[config.mk]
export PLATFORM = sky130hd
export DESIGN_NAME = uart_tx
export DESIGN_NICKNAME = d
export VERILOG_FILES = /design/src/rtl/uart_pkg.sv /design/src/rtl/uart_tx.sv
export SDC_FILE = /design/constraint.sdc
export NUM_CORES = 1
export LEC_CHECK = 0
export CELL_PAD_IN_SITES_DETAIL_PLACEMENT = 0
export CELL_PAD_IN_SITES_GLOBAL_PLACEMENT = 2
export CORE_MARGIN = 8
export CORE_UTILIZATION = 38
export DETAILED_ROUTE_END_ITERATION = 8
export GPL_TIMING_DRIVEN = 0
export PLACE_DENSITY_LB_ADDON = 0.1
export SKIP_LAST_GASP = 1
export SLEW_MARGIN = 0
export SYNTH_ARGS = -nofsm -noshare
export SYNTH_HDL_FRONTEND = slang
export SYNTH_SLANG_ARGS = --single-unit
[constraint.sdc]
create_clock -name clk -period 2.67 [get_ports clk]
set_input_delay 0.4005 -clock clk [delete_from_list [all_inputs] [get_ports clk]]
set_output_delay 0.4005 -clock clk [all_outputs]
set_load 0.02 [all_outputs]
[src/rtl/uart_pkg.sv]
// Shared UART definitions: state encoding, oversampling rate and default frame shape.
// The PARITY state exists only when UART_TX_PARITY_EN is defined.
package uart_pkg;

  localparam int unsigned OVERSAMPLE  = 16;
  localparam int unsigned DBIT_DEF    = 8;
  localparam int unsigned SB_TICK_DEF = 16;

`ifdef UART_TX_PARITY_EN
  typedef enum logic [2:0] {ST_IDLE, ST_START, ST_DATA, ST_PARITY, ST_STOP} uart_state_e;
`else
  typedef enum logic [1:0] {ST_IDLE, ST_START, ST_DATA, ST_STOP} uart_state_e;
`endif

endpackage

[src/rtl/uart_tx.sv]
// UART transmitter: 16x oversampled, LSB first, optional parity bit (UART_TX_PARITY_EN).
// Pops the upstream FIFO via tx_done_tick; baud tick comes from an external shared generator.
module uart_tx
  import uart_pkg::*;
#(
  parameter int unsigned DBIT       = DBIT_DEF,
  parameter int unsigned SB_TICK    = SB_TICK_DEF,
  parameter bit          PARITY_ODD = 1'b0
) (
  input  logic            clk,
  input  logic            reset,
  input  logic            tx_start,
  input  logic            s_tick,
  input  logic [DBIT-1:0] din,
  output logic            tx_done_tick,
  output logic            tx,
  output logic            busy
);

  localparam int unsigned SW = ($clog2(SB_TICK) > 4) ? $clog2(SB_TICK) : 4;
  localparam int unsigned NW = $clog2(DBIT);

  localparam logic [SW-1:0] S_BIT_LAST  = SW'(OVERSAMPLE - 1);
  localparam logic [SW-1:0] S_STOP_LAST = SW'(SB_TICK - 1);
  localparam logic [NW-1:0] N_LAST      = NW'(DBIT - 1);

  uart_state_e     state_q;
  logic [SW-1:0]   s_q;
  logic [NW-1:0]   n_q;
  logic [DBIT-1:0] b_q;
  logic            tx_q;
  logic            done_q;
  logic            busy_q;
  logic            line_c;

`ifdef UART_TX_PARITY_EN
  logic            par_q;
`else
  if (PARITY_ODD) begin : g_parity_odd_ignored
  end
`endif

  // Line value of the current state; registered into tx one clk later.
  always_comb begin
    line_c = 1'b1;
    case (state_q)
      ST_START:  line_c = 1'b0;
      ST_DATA:   line_c = b_q[0];
`ifdef UART_TX_PARITY_EN
      ST_PARITY: line_c = par_q;
`endif
      default:   line_c = 1'b1;
    endcase
  end

  always_ff @(posedge clk or posedge reset) begin
    if (reset) begin
      state_q <= ST_IDLE;
      s_q     <= '0;
      n_q     <= '0;
      b_q     <= '0;
      tx_q    <= 1'b1;
      done_q  <= 1'b0;
      busy_q  <= 1'b0;
`ifdef UART_TX_PARITY_EN
      par_q   <= 1'b0;
`endif
    end else begin
      tx_q   <= line_c;
      done_q <= 1'b0;
      case (state_q)
        // The cycle right after a pop is skipped so the FIFO can refresh empty and din.
        ST_IDLE: begin
          if (tx_start && !done_q) begin
            state_q <= ST_START;
            s_q     <= '0;
            b_q     <= din;
            busy_q  <= 1'b1;
`ifdef UART_TX_PARITY_EN
            par_q   <= (^din) ^ PARITY_ODD;
`endif
          end
        end
        ST_START: begin
          if (s_tick) begin
            if (s_q == S_BIT_LAST) begin
              s_q     <= '0;
              n_q     <= '0;
              state_q <= ST_DATA;
            end else begin
              s_q <= s_q + SW'(1);
            end
          end
        end
        ST_DATA: begin
          if (s_tick) begin
            if (s_q == S_BIT_LAST) begin
              s_q <= '0;
              b_q <= b_q >> 1;
              if (n_q == N_LAST) begin
`ifdef UART_TX_PARITY_EN
                state_q <= ST_PARITY;
`else
                state_q <= ST_STOP;
`endif
              end else begin
                n_q <= n_q + NW'(1);
              end
            end else begin
              s_q <= s_q + SW'(1);
            end
          end
        end
`ifdef UART_TX_PARITY_EN
        ST_PARITY: begin
          if (s_tick) begin
            if (s_q == S_BIT_LAST) begin
              s_q     <= '0;
              state_q <= ST_STOP;
            end else begin
              s_q <= s_q + SW'(1);
            end
          end
        end
`endif
        ST_STOP: begin
          if (s_tick) begin
            if (s_q == S_STOP_LAST) begin
              state_q <= ST_IDLE;
              done_q  <= 1'b1;
              busy_q  <= 1'b0;
            end else begin
              s_q <= s_q + SW'(1);
            end
          end
        end
        default: begin
          state_q <= ST_IDLE;
          busy_q  <= 1'b0;
        end
      endcase
    end
  end

  assign tx           = tx_q;
  assign tx_done_tick = done_q;
  assign busy         = busy_q;

endmodule
Yosys cells after proc, flatten, opt, wreduce, memory -nomap -nowiden
Index checks and enable logic that the tools add are counted.
W data, S select, Z words.
Storage, ports and cells
  bits in registers: 20
  bits of input ports: 12
  output and inout port bits: 3
  logic and storage cells: 70
Operators by class
  add/subtract/negate cells: 2
  equal/unequal tests: 16
  multiplexer cells: 33
  reductions and logical operators: 12
Operator list (number)
  $mux W8: 3
  $mux W4: 5
  $ne A2 B2 Y1 const B: 10
  $mux W2: 8
  $pmux W8 S2: 1
  $mux W3: 5
  $pmux W4 S3: 1
  $reduce_and A4 Y1: 3
  $pmux W2 S4: 1
  $reduce_and A8 Y1: 1
  $mux W1: 6
  $pmux W3 S2: 1
  $reduce_and A6 Y1: 1
  $reduce_bool A2 Y1: 3
  $add A4 B1 Y4 const B: 1
  $eq A2 B2 Y1 const B: 2
  $eq A4 B4 Y1 const B: 1
  $pmux W1 S2: 2
  $add A3 B1 Y3 const B: 1
  $eq A3 B3 Y1 const B: 1
  $eq A2 B1 Y1 const B: 1
  $logic_not A2 Y1: 1
  $ne A2 B1 Y1 const B: 1
  $reduce_or A2 Y1: 1
  other kinds (2): 2

Logic depth before layout (Yosys ltp)
  word-level depth: 5
  gate-level depth with buffers: 6

Worst setup path before layout
Ideal clock, no wire load.
  path kind: register to register
  from: register state_q[0]
  to: register state_q[1]
  data arrival time: 1.456 ns
  data required time: 2.545 ns
  setup slack: 1.089 ns
  stages on the path, launching flop included: 7
  buffers on the path: 1
  period minus slack after synthesis: 1.581 ns
  cell sequence: dfrtp_1 -> inv_1 -> ha_1 -> buf_6 -> nor3_1 -> o221ai_2 -> mux2_4
On the way
  cells in the longest elaborated chain, start to end: 3
  elaborated cells between the ends (all ways): 14
  classes of those cells: eq/ne (11); mux (1); reduce/logical (2)
RTL lines
  start: declaration: line uart_tx.sv:27  | uart_state_e state_q;
  start signal: assignment: line uart_tx.sv:58  | state_q <= ST_IDLE;
  start signal: assignment: line uart_tx.sv:75  | state_q <= ST_START;
  start signal: assignment: line uart_tx.sv:89  | state_q <= ST_DATA;
  $eq A2 B2 Y1, or another cell as far along: line uart_tx.sv:71  | case (state_q)
  $ne A2 B2 Y1 (no source line)
  $reduce_and A8 Y1 (no source line)
Several ways; a longest one is shown, not always the timed one.
A chain may end at the register's enable or synchronous reset.

Worst setup path after layout
  from: register tx_q, in the netlist tx
  to: output port tx
RTL lines
  start: declaration: line uart_tx.sv:31  | logic tx_q;
  start signal: assignment: line uart_tx.sv:69  | tx_q <= line_c;
  end: declaration: line uart_tx.sv:16  | output logic tx,
No word-level cell between the ends.

==> insert_results.sql <==
INSERT INTO impl_metrics (metric_group, metric, value, unit) VALUES
('cells_and_area', 'top_library_cells_by_usage_in_the_layout_fill_and_taps_aside', 'sky130_fd_sc_hd__dfrtp_1, sky130_fd_sc_hd__clkdlybuf4s50_1, sky130_fd_sc_hd__ha_1', ''),
('clocking', 'tritoncts_num_sinks', '20', ''),
('yosys', 'synth_top_family_by_area', 'compound AO/OA/AOI/OAI gates', ''),
('placement', 'dpl-instance-area', '1320', 'um2'),
('worst_setup_path', 'crit_chain', 'clkdlybuf4s50_1', ''),
('global_route', 'grt_start_max_net_pins', '21', ''),
('clocking', 'root_buffer', 'sky130_fd_sc_hd__clkbuf_4', ''),
('sta', 'finalCriticalPeriod', '1.83', 'ns'),
('sta', 'worstMarginPinSlew', '0.799', 'ns'),
('yosys', 'ys_types', '37', ''),
('cells_and_area', 'fillerInstances', '297', ''),
('worst_setup_path', 'reg2reg_from', 'state_q[1]$_DFFE_PP0P_', ''),
('run_status', 'outcome', 'completed', ''),
('clocking', 'ctsLongestPathBuffers', '2', ''),
('sta', 'layout_worst_path_cycle_share', '0.687', ''),
('sta', 'report.final.setup_viol', '0', ''),
('yosys', 'synth_top_cells_by_area', 'sky130_fd_sc_hd__dfrtp_1, sky130_fd_sc_hd__ha_1, sky130_fd_sc_hd__a2bb2oi_1, sky130_fd_sc_hd__a22o_1, sky130_fd_sc_hd__o22ai_1', ''),
('sta', 'post-route-worst-setup-slack', '0.837', 'ns'),
('yosys', 'synth_warnings', '0', ''),
('clocking', 'cts.hold.buffers_added', '0', ''),
('worst_setup_path', 'critical_path.slowest_cell', 'sky130_fd_sc_hd__clkdlybuf4s50_1', ''),
('clocking', 'cts.clk_slew.worst_paths', '0.12', 'ns'),
('yosys', 'yosys_register_bits', '20', ''),
('cells_and_area', 'syn2layout_area_growth', '18.2', '%'),
('yosys', 'synth-xor-area-share', '0', ''),
('yosys', 'synth_largest_type_area_fraction', '0.418', ''),
('worst_setup_path', 'timing.setup.critical_path_class', 'flop to output port', ''),
('cells_and_area', 'antenna_cells', '0', ''),
('min_path', 'endpoint_of_the_worst_hold_path', 'tx$_DFF_PP1_', ''),
('detailed_routing', 'dr_total_vias', '859', ''),
('placement', 'port_buffers', '14', ''),
('min_path', 'min-delay-start', 'b_q[0]$_DFFE_PP0P_', ''),
('worst_setup_path', 'worst_ep_arrival_time', '1.43', 'ns'),
('die', 'die_width', '70.7', 'um'),
('global_route', 'wire_length_of_the_first_global_routing_pass', '4260', 'um'),
('yosys', 'synth_area', '1140', 'um2'),
('placement', 'routability_driven_placement_congestion_ratio', '0.723', ''),
('sta', 'final-max-slew-violation-count', '0', ''),
('detailed_routing', 'drt.antenna.violating_nets', '0', ''),
('yosys', 'yosys.area.top_type', 'sky130_fd_sc_hd__dfrtp_1', ''),
('detailed_routing', 'via_per_inst', '5.61', ''),
('yosys', 'synth_nets', '122', ''),
('clocking', 'worst_skew_pair.late_latency', '0.30', 'ns'),
('sta', 'achievable-frequency', '546', 'MHz'),
('detailed_routing', 'drt-initial-drc-count', '39', ''),
('power', 'power_leakage', '0.611', 'nW'),
('detailed_routing', 'wire_per_inst', '16.1', 'um'),
('worst_setup_path', 'worst-path-buf-inv', '1', ''),
('cells_and_area', 'drive_above_1_share', '0.133', ''),
('worst_setup_path', 'worstReg2RegEnd', 's_q[0]$_DFFE_PP0P_', ''),
('global_route', 'grt_pass1_vias', '912', ''),
('sta', 'clock_skew', '0.00271', 'ns'),
('clocking', 'number_of_buffers_added_by_the_clock_tree_synthesis_step', '3', ''),
('die', 'core', '2950', 'um2'),
('sta', 'tns', '0', 'ns'),
('detailed_routing', 'drtPass1Iterations', '4', ''),
('detailed_routing', 'drc', '0', ''),
('clocking', 'cts_tree', 'yes', ''),
('worst_setup_path', 'worst_r2r_path_cells', '6', ''),
('yosys', 'syn_avg_cell_area', '11.2', 'um2'),
('cells_and_area', 'finish.net_count', '141', ''),
('yosys', 'yosys.area_share.adder', '0.0879', ''),
('worst_setup_path', 'critical_path_depth', '1', ''),
('worst_setup_path', 'cp.required', '2.27', 'ns'),
('worst_setup_path', 'regToRegSetupSlack', '0.89', 'ns'),
('cells_and_area', 'layout_commonest_cell', 'sky130_fd_sc_hd__dfrtp_1', ''),
('worst_setup_path', 'crit_path_start_kind', 'flop', ''),
('die', 'site_row_count', '20', ''),
('yosys', 'ys_seq_area_frac', '0.441', ''),
('sta', 'setup_repair_after_global_routing_missed_its_margin', 'no', ''),
('yosys', 'synthesis.instances', '102', '');
==> stage by stage <==
| step | power (mW) | std cells |
|---|---|---|
| floorplan | 1.05 | 102 |
| global placement | 1.21 | 149 |
| detailed placement | 1.22 | 149 |
| CTS | 1.38 | 153 |
| global route | 1.48 | 153 |
| finish | 1.37 | 153 |
==> layer usage <==
layer / track usage / share of wire / vias to the layer above
met3: 0.0226 / 0.034 / 2
li1: - / - / 422
met1: 0.131 / 0.48 / 424
met2: 0.172 / 0.48 / 11
met5: 0 / 0 / -
met4: 0.0416 / 0.0053 / 0
==> synth_stat cells <==
| master | instances |
|---|---|
| sky130_fd_sc_hd__and3_1 | 1 |
| sky130_fd_sc_hd__a31o_2 | 1 |
| sky130_fd_sc_hd__mux2i_1 | 2 |
| sky130_fd_sc_hd__o221ai_2 | 1 |
| sky130_fd_sc_hd__ha_1 | 8 |
| sky130_fd_sc_hd__and4_1 | 1 |
| sky130_fd_sc_hd__mux2_4 | 2 |
| sky130_fd_sc_hd__a21oi_1 | 4 |
| sky130_fd_sc_hd__nor2b_1 | 3 |
| sky130_fd_sc_hd__nand4_1 | 1 |
| sky130_fd_sc_hd__nand3b_1 | 1 |
| sky130_fd_sc_hd__o31ai_1 | 1 |
| sky130_fd_sc_hd__nand2b_1 | 1 |
| sky130_fd_sc_hd__o22ai_1 | 7 |
| sky130_fd_sc_hd__nor2_1 | 5 |
| sky130_fd_sc_hd__o2bb2ai_1 | 1 |
| sky130_fd_sc_hd__a21bo_2 | 1 |
| sky130_fd_sc_hd__nand3_1 | 2 |
| sky130_fd_sc_hd__nor4b_1 | 1 |
| sky130_fd_sc_hd__dfstp_2 | 1 |
| sky130_fd_sc_hd__o21ai_0 | 1 |
| sky130_fd_sc_hd__nor2_2 | 1 |
| sky130_fd_sc_hd__nor3_1 | 1 |
| sky130_fd_sc_hd__clkbuf_1 | 1 |
| sky130_fd_sc_hd__inv_1 | 6 |
| sky130_fd_sc_hd__dfrtp_1 | 19 |
| sky130_fd_sc_hd__mux2_2 | 2 |
| sky130_fd_sc_hd__a2bb2oi_1 | 7 |
| sky130_fd_sc_hd__a22oi_1 | 1 |
| sky130_fd_sc_hd__a2bb2oi_2 | 1 |
| sky130_fd_sc_hd__nand2_1 | 4 |
| sky130_fd_sc_hd__a21boi_4 | 1 |
| sky130_fd_sc_hd__or3_1 | 1 |
| sky130_fd_sc_hd__and2_1 | 2 |
| sky130_fd_sc_hd__o21ai_1 | 1 |
| sky130_fd_sc_hd__buf_6 | 2 |
| sky130_fd_sc_hd__a22o_1 | 6 |
==> cells by family (layout without fill, tap and decap cells) <==
kind of cell,Yosys count,in the layout
flip-flops,20,20
adder cells (fa/ha/maj),8,8
multiplexers,6,6
AO/OA/AOI/OAI,34,34
buffers and inverters,9,27
AND/OR/NAND/NOR,25,25
==> how the worst max path moves through the flow <==
stage	slack (ns)	start	to
after floorplan	1.09	state_q[0]$_DFFE_PP0P_	state_q[1]$_DFFE_PP0P_
after global placement	0.78	s_tick	n_q[0]$_DFFE_PP0P_
after detailed placement	0.75	s_tick	n_q[2]$_DFFE_PP0P_
after CTS	0.81	tx$_DFF_PP1_	tx
after global routing	0.77	state_q[0]$_DFFE_PP0P_	b_q[2]$_DFFE_PP0P_
final	0.84	tx$_DFF_PP1_	tx
==> sequential cells by signal (all words and copies together), names as in the netlist <==
name / count
n_q: 3
state_q: 2
busy: 1
tx_done_tick: 1
tx: 1
b_q: 8
s_q: 4
==> cell type report <==
class                           count  area [um2]  share of cell area
Buffer                              3        26.3              0.0195
Clock buffer                        4        26.3              0.0195
Inverter                            6        22.5              0.0167
Multi-Input combinational cell     73         588               0.437
Sequential cell                    20         502               0.373
Tap cell                           33        41.3              0.0307
Timing Repair Buffer               14         140               0.104
==> power by group <==
group / internal [mW] / leakage [nW] / switching [mW]
sequential: 0.415 / 0.242 / 0.0723
clock: 0.0582 / 0.0150 / 0.0950
combinational: 0.363 / 0.354 / 0.362
==> worst min-delay path: stages, from the launching register on <==
cell and delay, ns:
sky130_fd_sc_hd__dfrtp_1 0.40, sky130_fd_sc_hd__inv_1 0.05, sky130_fd_sc_hd__mux2i_1 0.06
No activity file was read; power rests on OpenSTA's default activity.
